[src/rtl/mod_pkg.sv]
// Shared definitions for the bit-serial modulation transmit path:
// frame state encoding and default frame geometry.
package mod_pkg;

    localparam int unsigned MSG_W_DEF     = 8;
    localparam int unsigned BIT_TICKS_DEF = 4;
    localparam int unsigned PRE_LEN_DEF   = 4;
    localparam int unsigned GAP_TICKS_DEF = 8;

    localparam int unsigned STATE_W = 3;

    typedef enum logic [STATE_W-1:0] {
        IDLE = 3'd0,
        PRE  = 3'd1,
        DATA = 3'd2,
        PAR  = 3'd3,
        GAP  = 3'd4
    } state_t;

    function automatic int unsigned max2(input int unsigned a, input int unsigned b);
        return (a > b) ? a : b;
    endfunction

endpackage

[src/rtl/mod_bit_timer.sv]
// Tick counter with clear and a programmable terminal count; bit_end marks
// the last tick of the current interval and the counter wraps to zero there.
module mod_bit_timer #(
    parameter int unsigned CNT_W = 4
) (
    input  logic             clk,
    input  logic             reset,
    input  logic             clr,
    input  logic             run,
    input  logic [CNT_W-1:0] tc,
    output logic             bit_end
);

    logic [CNT_W-1:0] tick_cnt;

    assign bit_end = run && (tick_cnt == tc);

    always_ff @(posedge clk or negedge reset) begin
        if (!reset) begin
            tick_cnt <= '0;
        end else if (clr) begin
            tick_cnt <= '0;
        end else if (run) begin
            tick_cnt <= bit_end ? '0 : tick_cnt + CNT_W'(1);
        end
    end

endmodule

[src/rtl/mod_tx_sequencer.sv]
// Frame controller: preamble, MSB-first message bits from the external shift
// register, even parity, then an idle gap; done pulses on normal completion.
module mod_tx_sequencer
    import mod_pkg::*;
#(
    parameter int unsigned MSG_W     = MSG_W_DEF,
    parameter int unsigned BIT_TICKS = BIT_TICKS_DEF,
    parameter int unsigned PRE_LEN   = PRE_LEN_DEF,
    parameter int unsigned GAP_TICKS = GAP_TICKS_DEF
) (
    input  logic clk,
    input  logic reset,
    input  logic send,
    input  logic abort,
    input  logic ser_in,
    output logic ld,
    output logic en,
    output logic tx_bit,
    output logic tx_valid,
    output logic busy,
    output logic done
);

    localparam int unsigned TICK_W = $clog2(max2(BIT_TICKS, GAP_TICKS)) + 1;
    localparam int unsigned BIT_W  = $clog2(max2(PRE_LEN, MSG_W)) + 1;

    state_t            state, state_nxt;
    logic [BIT_W-1:0]  bit_cnt, bit_cnt_nxt;
    logic              parity, parity_nxt;
    logic              done_nxt;
    logic              bit_end;
    logic              tmr_clr;
    logic              tmr_run;
    logic [TICK_W-1:0] tmr_tc;

    // One timer serves both symbol timing and the gap; only the terminal count changes.
    assign tmr_run = (state != IDLE);
    assign tmr_clr = (state == IDLE) || abort;
    assign tmr_tc  = (state == GAP) ? TICK_W'(GAP_TICKS - 1) : TICK_W'(BIT_TICKS - 1);

    mod_bit_timer #(
        .CNT_W (TICK_W)
    ) u_timer (
        .clk     (clk),
        .reset   (reset),
        .clr     (tmr_clr),
        .run     (tmr_run),
        .tc      (tmr_tc),
        .bit_end (bit_end)
    );

    always_ff @(posedge clk or negedge reset) begin
        if (!reset) begin
            state   <= IDLE;
            bit_cnt <= '0;
            parity  <= 1'b0;
            done    <= 1'b0;
        end else begin
            state   <= state_nxt;
            bit_cnt <= bit_cnt_nxt;
            parity  <= parity_nxt;
            done    <= done_nxt;
        end
    end

    always_comb begin
        state_nxt   = state;
        bit_cnt_nxt = bit_cnt;
        parity_nxt  = parity;
        done_nxt    = 1'b0;
        ld          = 1'b0;
        en          = 1'b0;
        tx_bit      = 1'b0;
        tx_valid    = 1'b0;
        busy        = 1'b1;

        case (state)
            IDLE: begin
                busy = 1'b0;
                ld   = 1'b1;
                if (send && !abort) begin
                    state_nxt   = PRE;
                    bit_cnt_nxt = '0;
                    parity_nxt  = 1'b0;
                end
            end
            PRE: begin
                tx_valid = 1'b1;
                tx_bit   = ~bit_cnt[0];
                if (bit_end) begin
                    if (bit_cnt == BIT_W'(PRE_LEN - 1)) begin
                        state_nxt   = DATA;
                        bit_cnt_nxt = '0;
                    end else begin
                        bit_cnt_nxt = bit_cnt + BIT_W'(1);
                    end
                end
            end
            DATA: begin
                tx_valid = 1'b1;
                tx_bit   = ser_in;
                en       = bit_end && !abort;
                if (bit_end) begin
                    parity_nxt = parity ^ ser_in;
                    if (bit_cnt == BIT_W'(MSG_W - 1)) begin
                        state_nxt   = PAR;
                        bit_cnt_nxt = '0;
                    end else begin
                        bit_cnt_nxt = bit_cnt + BIT_W'(1);
                    end
                end
            end
            PAR: begin
                tx_valid = 1'b1;
                tx_bit   = parity;
                if (bit_end) begin
                    state_nxt = GAP;
                end
            end
            GAP: begin
                if (bit_end) begin
                    state_nxt = IDLE;
                    done_nxt  = 1'b1;
                end
            end
            default: begin
                busy      = 1'b0;
                state_nxt = IDLE;
            end
        endcase

        // Abort overrides every transition and suppresses done.
        if (abort && (state != IDLE)) begin
            state_nxt   = IDLE;
            bit_cnt_nxt = '0;
            parity_nxt  = 1'b0;
            done_nxt    = 1'b0;
        end
    end

endmodule

[config.mk]
export PLATFORM = sky130hd
export DESIGN_NAME = mod_tx_sequencer
export DESIGN_NICKNAME = d
export VERILOG_FILES = /design/src/rtl/mod_pkg.sv /design/src/rtl/mod_bit_timer.sv /design/src/rtl/mod_tx_sequencer.sv
export SDC_FILE = /design/constraint.sdc
export NUM_CORES = 1
export LEC_CHECK = 0
export CAP_MARGIN = 20
export CORE_MARGIN = 2
export CORE_UTILIZATION = 35
export CTS_BUF_LIST = sky130_fd_sc_hd__clkbuf_16
export CTS_CLUSTER_DIAMETER = 50
export DETAILED_ROUTE_END_ITERATION = 6
export HOLD_SLACK_MARGIN = 0.05
export PLACE_DENSITY = 0.51
export SYNTH_ARGS = -nofsm -noshare
export SYNTH_HDL_FRONTEND = slang
export SYNTH_SLANG_ARGS = --single-unit
export TNS_END_PERCENT = 50
[constraint.sdc]
create_clock -name clk -period 2.9 [get_ports clk]
set_input_delay 0.87 -clock clk [delete_from_list [all_inputs] [get_ports clk]]
set_output_delay 0.87 -clock clk [all_outputs]
set_load 0.03 [all_outputs]
# Word-level counts from Yosys, hierarchy flattened
# Index checks and enable logic that the tools add are counted.
dict set report totals {
  mem_count 0
  in_bits 5
  output_inout_bits 6
  register_bits 13
  word_cells 71
  latch_bits 0
  ram_bits 0
  mem_bits_ro 0
}
dict set report classes {
  reduce_logical 16
  bitwise 2
  n_mul 0
  add_sub_neg 2
  shifts 0
  n_div 0
  magnitude_cmp 0
  eq_ne 14
  muxes 32
}
# op count
set ops {}
lappend ops {{$mux 4} 9}
lappend ops {{$mux 3} 9}
lappend ops {{$ne 3x3->1 const B} 5}
lappend ops {{$pmux 3 s5} 1}
lappend ops {{$pmux 4 s3} 1}
lappend ops {{$mux 1} 10}
lappend ops {{$add 4x1->4 const B} 2}
lappend ops {{$reduce_and 7->1} 1}
lappend ops {{$eq 3x2->1 const B} 2}
lappend ops {{$reduce_bool 3->1} 2}
lappend ops {{$eq 4x2->1 const B} 1}
lappend ops {{$eq 4x3->1} 1}
lappend ops {{$eq 4x3->1 const B} 1}
lappend ops {{$logic_and 1x1->1} 4}
lappend ops {{$reduce_and 4->1} 1}
lappend ops {{$reduce_bool 4->1} 1}
lappend ops {{$reduce_or 4->1} 1}
lappend ops {{$eq 3x1->1 const B} 1}
lappend ops {{$eq 3x3->1 const B} 1}
lappend ops {{$logic_not 3->1} 1}
lappend ops {{$ne 3x1->1 const B} 1}
lappend ops {{$ne 3x2->1 const B} 1}
lappend ops {{$pmux 1 s3} 1}
lappend ops {{$reduce_and 3->1} 1}
lappend ops {{7 further kinds} 7}

# Longest topological paths before layout
# Gate-level depths: netlist (run 1).
dict set report logic_depth {
  word_depth 7
  ltp_mapped 5
  mapped_depth_nobuf 5
}

# By module
# A second synthesis (run 1) with hierarchy kept.
dict set report unflattened {
  hier_cells 113
  hier_area_um2 980.9
}
# module cells_per_inst seq_area_each_um2 instances area_per_inst_um2
set modules_own_cells {}
lappend modules_own_cells {mod_tx_sequencer 81 225.2 1 705.7}
lappend modules_own_cells {mod_bit_timer 32 100.1 1 275.3}

# Worst setup path after synthesis (run 1)
# Ideal clock, no wire load.
dict set report synth_timing {
  path_type {input to output}
  start {input port abort}
  end {output port en}
  arrival_time_ns 1.816
  path_slack_ns 0.214
  path_stages 2
  cell_sequence {or4b_4 > nor2_1}
}
dict set report synth_via {
  elab_chain_cells 3
}
# element line_no
set synth_rtl {}
lappend synth_rtl {{start: declaration} mod_tx_sequencer.sv:14} ;# input logic abort,
lappend synth_rtl {{$logic_not 1->1} mod_tx_sequencer.sv:102} ;# en = bit_end && !abort;
lappend synth_rtl {{$logic_and 1x1->1} mod_tx_sequencer.sv:102}
lappend synth_rtl {{$mux 1} mod_tx_sequencer.sv:77} ;# case (state)
lappend synth_rtl {{end: declaration} mod_tx_sequencer.sv:17} ;# output logic en,
# No other way between the ends.

# Worst setup path after layout (run 1)
# Ends and elaborated chain as after synthesis.

==> impl_summary.log, run 1 <==
INFO  metric fmaxAchievable = 357.4 MHz
INFO  metric run_status = finished clean
INFO  metric start_util = 0.3637
INFO  metric worst_path_max_delay_cell = or4b_4
INFO  metric layout.cell_area.non_filler = 1121 µm²
INFO  metric detail_route.wl_per_cell = 14.63 µm
INFO  metric timing.max_slew.rel_slack = 0.5831
INFO  metric synth_sequential_area_ratio = 0.3678
INFO  metric synthArstFlopShare = 1.000
INFO  metric timing.final.setup_violations = 0
INFO  metric skew = 0.004564 ns
INFO  metric vias = 725
INFO  metric grt_setup_unrepaired = false
INFO  metric final_layout_size_suffix_gt1_frac = 0.2453
INFO  metric power.ir.vdd_worst = 0.2355 mV
INFO  metric firstDrtPassIters = 1
INFO  metric sequence_of_cells_on_the_critical_path = dlygate4sd2_1 > or4b_4 > nor2_4 > buf_6
INFO  metric r2r_end = bit_cnt[1]
INFO  metric io_buffers = 10
INFO  metric grt_max_degree = 14
INFO  metric synth_top_cell_by_area = dfrtp_1
INFO  metric finalWeightedCongestion = 0.7053
INFO  metric reg2reg_path_depth = 5
INFO  metric postSynth.topFlopCell = dfrtp_1
INFO  metric power.density_cell_area = 473.3 nW/µm²
INFO  metric clock_insertion_delay_worst_skew = 0.24 ns
INFO  metric detailed_place_hpwl = roughly 1.4 mm
INFO  metric worst-setup-path-type = in -> out
INFO  metric drt_wl_total = about 2.0 mm
INFO  metric htreeDepth = 1
INFO  metric cts_root_buffer = clkbuf_16
INFO  metric final.fill_count = 251
INFO  metric post_route_fraction_of_the_period_consumed_by_the_critical_path = 0.9649
INFO  metric max_stage_delay = 0.55 ns
INFO  metric endpoint_kind = output port
INFO  metric cts_hold_repair.buffers = 0
INFO  metric vias_per_cell = roughly 5.3
INFO  metric final_nets = 114
INFO  metric layout-area-overhead-vs-synth = 26.73%
INFO  metric std_cell_rows = 18
INFO  metric drt_iter0_drc = 0
INFO  metric top_cell_types_by_occurrence_after_synthesis = 14 x nor2_1, 13 x dfrtp_1, 5 x a21oi_1, 5 x nand2_1, 4 x o21ai_0
INFO  metric clkTransAtPathRegs = approximately 0.050 ns
INFO  metric worst_hold_path_type = reg -> reg
INFO  metric grt_antenna_before_repair = 0
INFO  metric chipWidth = 54.28 µm
INFO  metric dieArea = a little under 3000 µm²
INFO  metric crit_arrival = 1.93 ns
INFO  metric synth_top_area_frac = 0.3678
INFO  metric tightest_slew = 0.6233 ns
INFO  metric synth.net_count = 97
INFO  metric worst_flop_to_flop_path_startpoint = state[1]
INFO  metric period_minus_slack = 2.798 ns
INFO  metric critPathRequiredTime = 2.03 ns
INFO  metric worstSetupPathDepth = 4
INFO  metric leak = 0.0004853 µW
INFO  metric vias_in_the_first_global_route = 764
INFO  metric cts-buffers-inserted = 3
INFO  metric worst_path_dominant_cell_family = simple AND/OR/NAND/NOR gates
INFO  metric core_area = around 2400 µm²
INFO  metric tritoncts = done
INFO  metric postCtsSetupBuffers = 0
INFO  metric cp-endpoint = en
INFO  metric path_max_fanout = 2
INFO  metric post-route-util = 0.4609
INFO  metric die-height = 54.28 µm
INFO  metric yosysUniqueCellTypes = between 40 and 50
INFO  metric cell_area_reported_after_detailed_placement = ~1000 µm²
INFO  metric max-cap-violations = 0
INFO  metric postcts_resize_cnt = 4
INFO  metric drc = 0
INFO  metric postSynthCellCount = 90
INFO  metric syn_area_per_cell = 9.829 µm²
INFO  metric clock_sink_count = 13
INFO  metric number_of_flops_mapped_to_enable_cells_by_yosys = 0
INFO  metric yosys.cell_count.top_type = nor2_1
INFO  metric global_route.usage.total = 0.1599
INFO  metric diodes = 0
INFO  metric critPathLaunchType = primary input
INFO  metric yosys_warnings = 0
INFO  metric buffering_stage_count_on_the_worst_path_with_inverters_included = 2
INFO  metric r2r_slack = 0.92 ns
INFO  metric final-hold-violation-count = 0
INFO  metric synth_area_leaders = dfrtp_1 37%, nor2_1 5.9%, or4b_4 4.7%
INFO  metric ioPinCount = 11
INFO  metric synth_register_bits = 13
INFO  metric ant_nets = 0
INFO  metric finalMaxSlewViolations = 0
INFO  metric globalRoute.totalOverflow = 0
INFO  metric cts.path.max_buffers = 2
INFO  metric setup.worst_path.start = abort
INFO  metric synthesis.area = between 800 and 900 µm²
INFO  metric grt_first_pass_wirelength = 3.270 mm
==> layout make-up <==
cell class	instances	area [µm²]	area share
repair buffers	15	135.1	0.1205
inverters	3	11.26	0.01004
clock buffers	3	75.07	0.06696
well taps	30	37.54	0.03348
clock inverters	1	5.005	0.004464
flip-flops and latches	13	325.3	0.2902
multi-input cells	71	531.8	0.4743
==> flip-flops by register name (all words and copies together), names as in the netlist <==
name              cells
bit_cnt               4
u_timer.tick_cnt      4
state                 3
done                  1
parity                1
==> per-stage QoR <==
step	setup WS [ns]	power (µW)	hold slack [ns]	cells	TNS, ns
floorplan	0.2137	240.5	0.4314	90	0
global placement	-0.005289	268.3	0.4518	132	-0.005289
detailed placement	-0.03580	268.7	0.4552	132	-0.03580
CTS	0.09826	536.3	0.4618	136	0
global route	0.06292	554.0	0.4999	136	0
finish	0.1017	530.6	0.4581	136	0
==> metal layers <==
layer	GRT usage	wire [µm]
met2	0.2470	880
met3	0.04372	102
met4	0.09583	53
met1	0.1976	953
met5	0	0
==> worst min path at each step <==
stage,startpoint,end,cells after the start
4_1_cts,u_timer.tick_cnt[0],u_timer.tick_cnt[0],1
5_1_grt,u_timer.tick_cnt[0],u_timer.tick_cnt[0],1
6_report,u_timer.tick_cnt[0],u_timer.tick_cnt[0],1
2_1_floorplan,u_timer.tick_cnt[0],u_timer.tick_cnt[0],1
3_5_place_dp,u_timer.tick_cnt[0],u_timer.tick_cnt[0],1
3_3_place_gp,u_timer.tick_cnt[0],u_timer.tick_cnt[0],1
==> cells in the final DEF (no fill, tap or decap), types with 2 or more instances in the layout <==
cell,n
a21oi_1,5
and2_1,2
buf_4,6
clkbuf_16,3
clkdlybuf4s50_1,7
dfrtp_1,13
ha_1,2
inv_1,3
nand2_1,5
nand3_1,3
nor2_1,13
nor3_2,2
o21ai_0,4
o21ai_1,2
or4b_4,3
xnor2_1,2
==> where the power goes <==
part	switching, µW	leakage [µW]	internal [µW]	total, µW
clock	80.8	0.0000409	184	265
combinational	39.5	0.000266	34.1	73.6
sequential	6.01	0.000179	186	192
total	126	0.000485	404	531
==> kinds of logic after synthesis <==
| logic type | after synthesis | synth area share |
|---|---|---|
| buf+inv | 6 | 0.03960 |
| mux | 2 | 0.02828 |
| compound gates | 22 | 0.2108 |
| fa+ha+maj | 2 | 0.02828 |
| flops | 13 | 0.3677 |
| xor+xnor | 3 | 0.02971 |
| simple gates | 42 | 0.2956 |
(Power assumes the default switching activity.)
==> inputs of run 2 (changes only) <==
SLEW_MARGIN = 20   (was not set)
==> results of run 2 <==
Final layout, timing and power as in run 1 (identical DEF).
==> inputs of run 3 (changes only) <==
PLACE_DENSITY = 0.5   (was 0.51)
SYNTH_HIERARCHICAL = 1   (was not set)
==> run 3 against run 2 <==
Final area rose by 13%. Sequential power barely moved. Via count is 20% higher. Register-to-register slack worse by 0.57 ns. Clock power shrank 2%. Clock skew down 0.00057 ns. Critical endpoint is now tx_bit. Largest power group unchanged.
==> impl_summary.log, run 3 <==
INFO  metric skew = 0.003994 ns (was 0.004564 ns)
INFO  metric final_layout_size_suffix_gt1_frac = 0.2707 (was 0.2453)
INFO  metric synth_top_cell_by_area = dfrtp_1 (unchanged)
INFO  metric clock_sink_count = 13 (unchanged)
INFO  metric cts-buffers-inserted = 3 (unchanged)
INFO  metric finalWeightedCongestion = 0.7342 (was 0.7053)
INFO  metric path_max_fanout = 2 (unchanged)
INFO  metric synth_top_area_frac = 0.3316 (was 0.3678)
INFO  metric top_cell_types_by_occurrence_after_synthesis = 13 x dfrtp_1, 11 x nand2_1, 11 x nor2_1 (was 14 x nor2_1, 13 x dfrtp_1, 5 x a21oi_1, 5 x nand2_1, 4 x o21ai_0)
INFO  metric start_util = 0.3620 (was 0.3637)
INFO  metric synth_area_leaders = dfrtp_1 33%, xnor2_1 4.5%, nand2_1 4.2% (was dfrtp_1 37%, nor2_1 5.9%, or4b_4 4.7%)
INFO  metric power.density_cell_area = 426.1 nW/µm² (was 473.3 nW/µm²)
INFO  metric timing.hold.worst_path_depth = 1 (unchanged)
INFO  metric detailed_place_hpwl = 1.648 mm (was 1.400 mm)
INFO  metric fin_ws = 0.05897 ns (was 0.1017 ns)
INFO  metric detail_route.wl_per_cell = 13.30 µm (was 14.63 µm)
INFO  metric run_status = finished clean (unchanged)
INFO  metric finalMaxSlewViolations = 0 (unchanged)
INFO  metric crit_arrival = 1.97 ns (was 1.93 ns)
INFO  metric synth_register_bits = 13 (unchanged)
INFO  metric layout-area-overhead-vs-synth = 29.08% (was 26.73%)
INFO  metric final_nets = 141 (was 114)
INFO  metric drt_wl_total = 2.182 mm (was 1.990 mm)
INFO  metric drt_iter0_drc = 18 (was 0)
INFO  metric io_buffers = 10 (unchanged)
INFO  metric grt_setup_unrepaired = false (unchanged)
INFO  metric clkTransAtPathRegs = 0.04 ns (was 0.05 ns)
INFO  metric timing.max_slew.rel_slack = 0.5186 (was 0.5831)
INFO  metric yosysUniqueCellTypes = 46 (was 43)
INFO  metric dieArea = 3242 µm² (was 2946 µm²)
INFO  metric most_common_cell_after_layout_fill_and_taps_aside = dfrtp_1
INFO  metric postSynthCellCount = 113 (was 90)
INFO  metric tightest_slew = 0.7160 ns (was 0.6233 ns)
INFO  metric synthArstFlopShare = 1.000 (unchanged)
INFO  metric final-hold-violation-count = 0 (unchanged)
INFO  metric globalRoute.totalOverflow = 0 (unchanged)
INFO  metric cts_root_buffer = clkbuf_16 (unchanged)
INFO  metric diodes = 0 (unchanged)
INFO  metric chipWidth = 56.94 µm (was 54.28 µm)
INFO  metric synthesis.area = 980.9 µm² (was 884.6 µm²)
INFO  metric fmaxAchievable = 352.0 MHz (was 357.4 MHz)
INFO  metric setup_total_negative_slack = 0 ns (unchanged)
INFO  metric endpoint_kind = output port (unchanged)
INFO  metric grt_first_pass_wirelength = 3.815 mm (was 3.270 mm)
INFO  metric cts_hold_repair.buffers = 0 (unchanged)
INFO  metric grt_max_degree = 17 (was 14)
INFO  metric timing.final.setup_violations = 0 (unchanged)
INFO  metric die-height = 56.94 µm (was 54.28 µm)
INFO  metric worst-setup-path-type = in -> out (unchanged)
INFO  metric ant_nets = 0 (unchanged)
INFO  metric leak = 0.0005329 µW (was 0.0004853 µW)
INFO  metric postSynth.topFlopCell = dfrtp_1 (unchanged)
INFO  metric max-cap-violations = 0 (unchanged)
INFO  metric place_ws = 0.06855 ns (was -0.03580 ns)
INFO  metric top_library_cells_by_usage_in_the_layout_fill_and_taps_aside = 13 x dfrtp_1, 11 x buf_4, 9 x nor2_1, 9 x nand2_1, 8 x clkdlybuf4s50_1 (was 13 x nor2_1, 13 x dfrtp_1, 7 x clkdlybuf4s50_1, 6 x buf_4)
INFO  metric global_route.usage.total = 0.1516 (was 0.1599)
INFO  metric htreeDepth = 1 (unchanged)
INFO  metric vias = 872 (was 725)
INFO  metric period_minus_slack = 2.841 ns (was 2.798 ns)
INFO  metric drc = 0 (unchanged)
INFO  metric vias_per_cell = 5.317 (was 5.331)
INFO  metric ioPinCount = 11 (unchanged)
INFO  metric yosys.cell_count.top_type = dfrtp_1 (was nor2_1)
INFO  metric synth_sequential_area_ratio = 0.3316 (was 0.3678)
INFO  metric syn_area_per_cell = 8.681 µm² (was 9.829 µm²)
INFO  metric firstDrtPassIters = 4 (was 1)
INFO  metric yosys_warnings = 6 (was 0)
INFO  metric critPathLaunchType = primary input (unchanged)
INFO  metric clock_insertion_delay_worst_skew = 0.24 ns (about the same)
INFO  metric cts.path.max_buffers = 2 (unchanged)
INFO  metric tritoncts = done (unchanged)
INFO  metric vias_in_the_first_global_route = 844 (was 764)
INFO  metric power.ir.vdd_worst = 0.2399 mV (was 0.2355 mV)
INFO  metric number_of_flops_mapped_to_enable_cells_by_yosys = 0 (unchanged)
INFO  metric worst_hold_path_type = reg -> reg (unchanged)
INFO  metric critPathRequiredTime = 2.03 ns (about the same)
INFO  metric post_route_fraction_of_the_period_consumed_by_the_critical_path = 0.9797 (was 0.9649)
INFO  metric std_cell_rows = 19 (was 18)
INFO  metric reg_top3 = bit_cnt: 4 flops, u_timer/tick_cnt: 4 flops, state: 3 flops (was bit_cnt: 4 flops, u_timer.tick_cnt: 4 flops, state: 3 flops)
INFO  metric core_area = 2710 µm² (was 2432 µm²)
INFO  metric reg2reg_path_depth = 11 (was 5)
INFO  metric grt_antenna_before_repair = 0 (unchanged)
==> run 3: path summary, 6_finish.rpt <==
check                           start             endpoint  slack [ns]
hold reg to reg            bit_cnt[0]           bit_cnt[0]        0.51
max in group asynchronous       reset  u_timer/tick_cnt[3]        1.46
setup reg to reg             state[1]           bit_cnt[1]        0.35
setup / recovery               ser_in               tx_bit        0.06
min in group asynchronous       reset             state[2]        1.02
hold / removal             bit_cnt[0]           bit_cnt[0]        0.51
==> run 3: power by group <==
part | leakage (µW) | switching [µW] | internal (µW)
logic | 0.000311 | 49.6 | 40.3
registers | 0.000179 | 3.90 | 186
clock network | 0.0000423 | 77.6 | 182
==> run 3: critical path, stage by stage <==
cell	delay, ns
clkdlybuf4s50_1	0.40
nor2b_2	0.16
a21o_1	0.16
a22oi_1	0.17
nor2_1	0.06
buf_4	0.16
==> run 3: cells by family (layout without fill, tap and decap cells) <==
family	Yosys count	in the layout	synth area share
DFF	13	13	0.3316
muxes	3	3	0.03698
other	2	3	0.007656
xor gates and xnor gates	6	6	0.05357
adders and majority gates	2	2	0.02551
AOI/OAI and AO/OA	25	25	0.2016
buffers and inverters	10	29	0.03953
and+or+nand+nor	52	52	0.3036
==> run 3: repair_timing <==
action	4_1_cts	5_1_grt
buffers inserted	0	2
endpoints found under the setup margin	0	3
resized for setup	0	6
==> run 3: per-stage QoR <==
step                      area (µm²)    util  hold slack, ns  cells  power [µW]
after floorplan                989.7       -          0.4696    114       247.2
after global placement          1160  0.4280          0.5095    158       279.6
after detailed placement        1160  0.4280          0.5048    158       280.1
after CTS                       1239  0.4571          0.5114    162       543.1
after global routing            1266  0.4672          0.5504    164       566.6
final                           1266  0.4672          0.5091    164       539.5
==> run 3: cell type report <==
class | instances | area (µm²)
fill | 269 | 1444
multi-input combinational | 91 | 638.1
sequential | 13 | 325.3
timing repair buffer | 19 | 162.7
clock buffer | 3 | 75.07
tap | 31 | 38.79
inverter | 6 | 22.52
clock inverter | 1 | 3.754
==> run 3: routing by layer <==
layer | share of wire | vias up | routed length (µm) | track usage
met5 | 0 | - | 0 | 0
met4 | 0.0064 | 0 | 14 | 0.05980
met3 | 0.025 | 2 | 54 | 0.03175
met2 | 0.47 | 9 | 1015 | 0.2463
met1 | 0.50 | 417 | 1096 | 0.1977
li1 | - | 444 | - | -
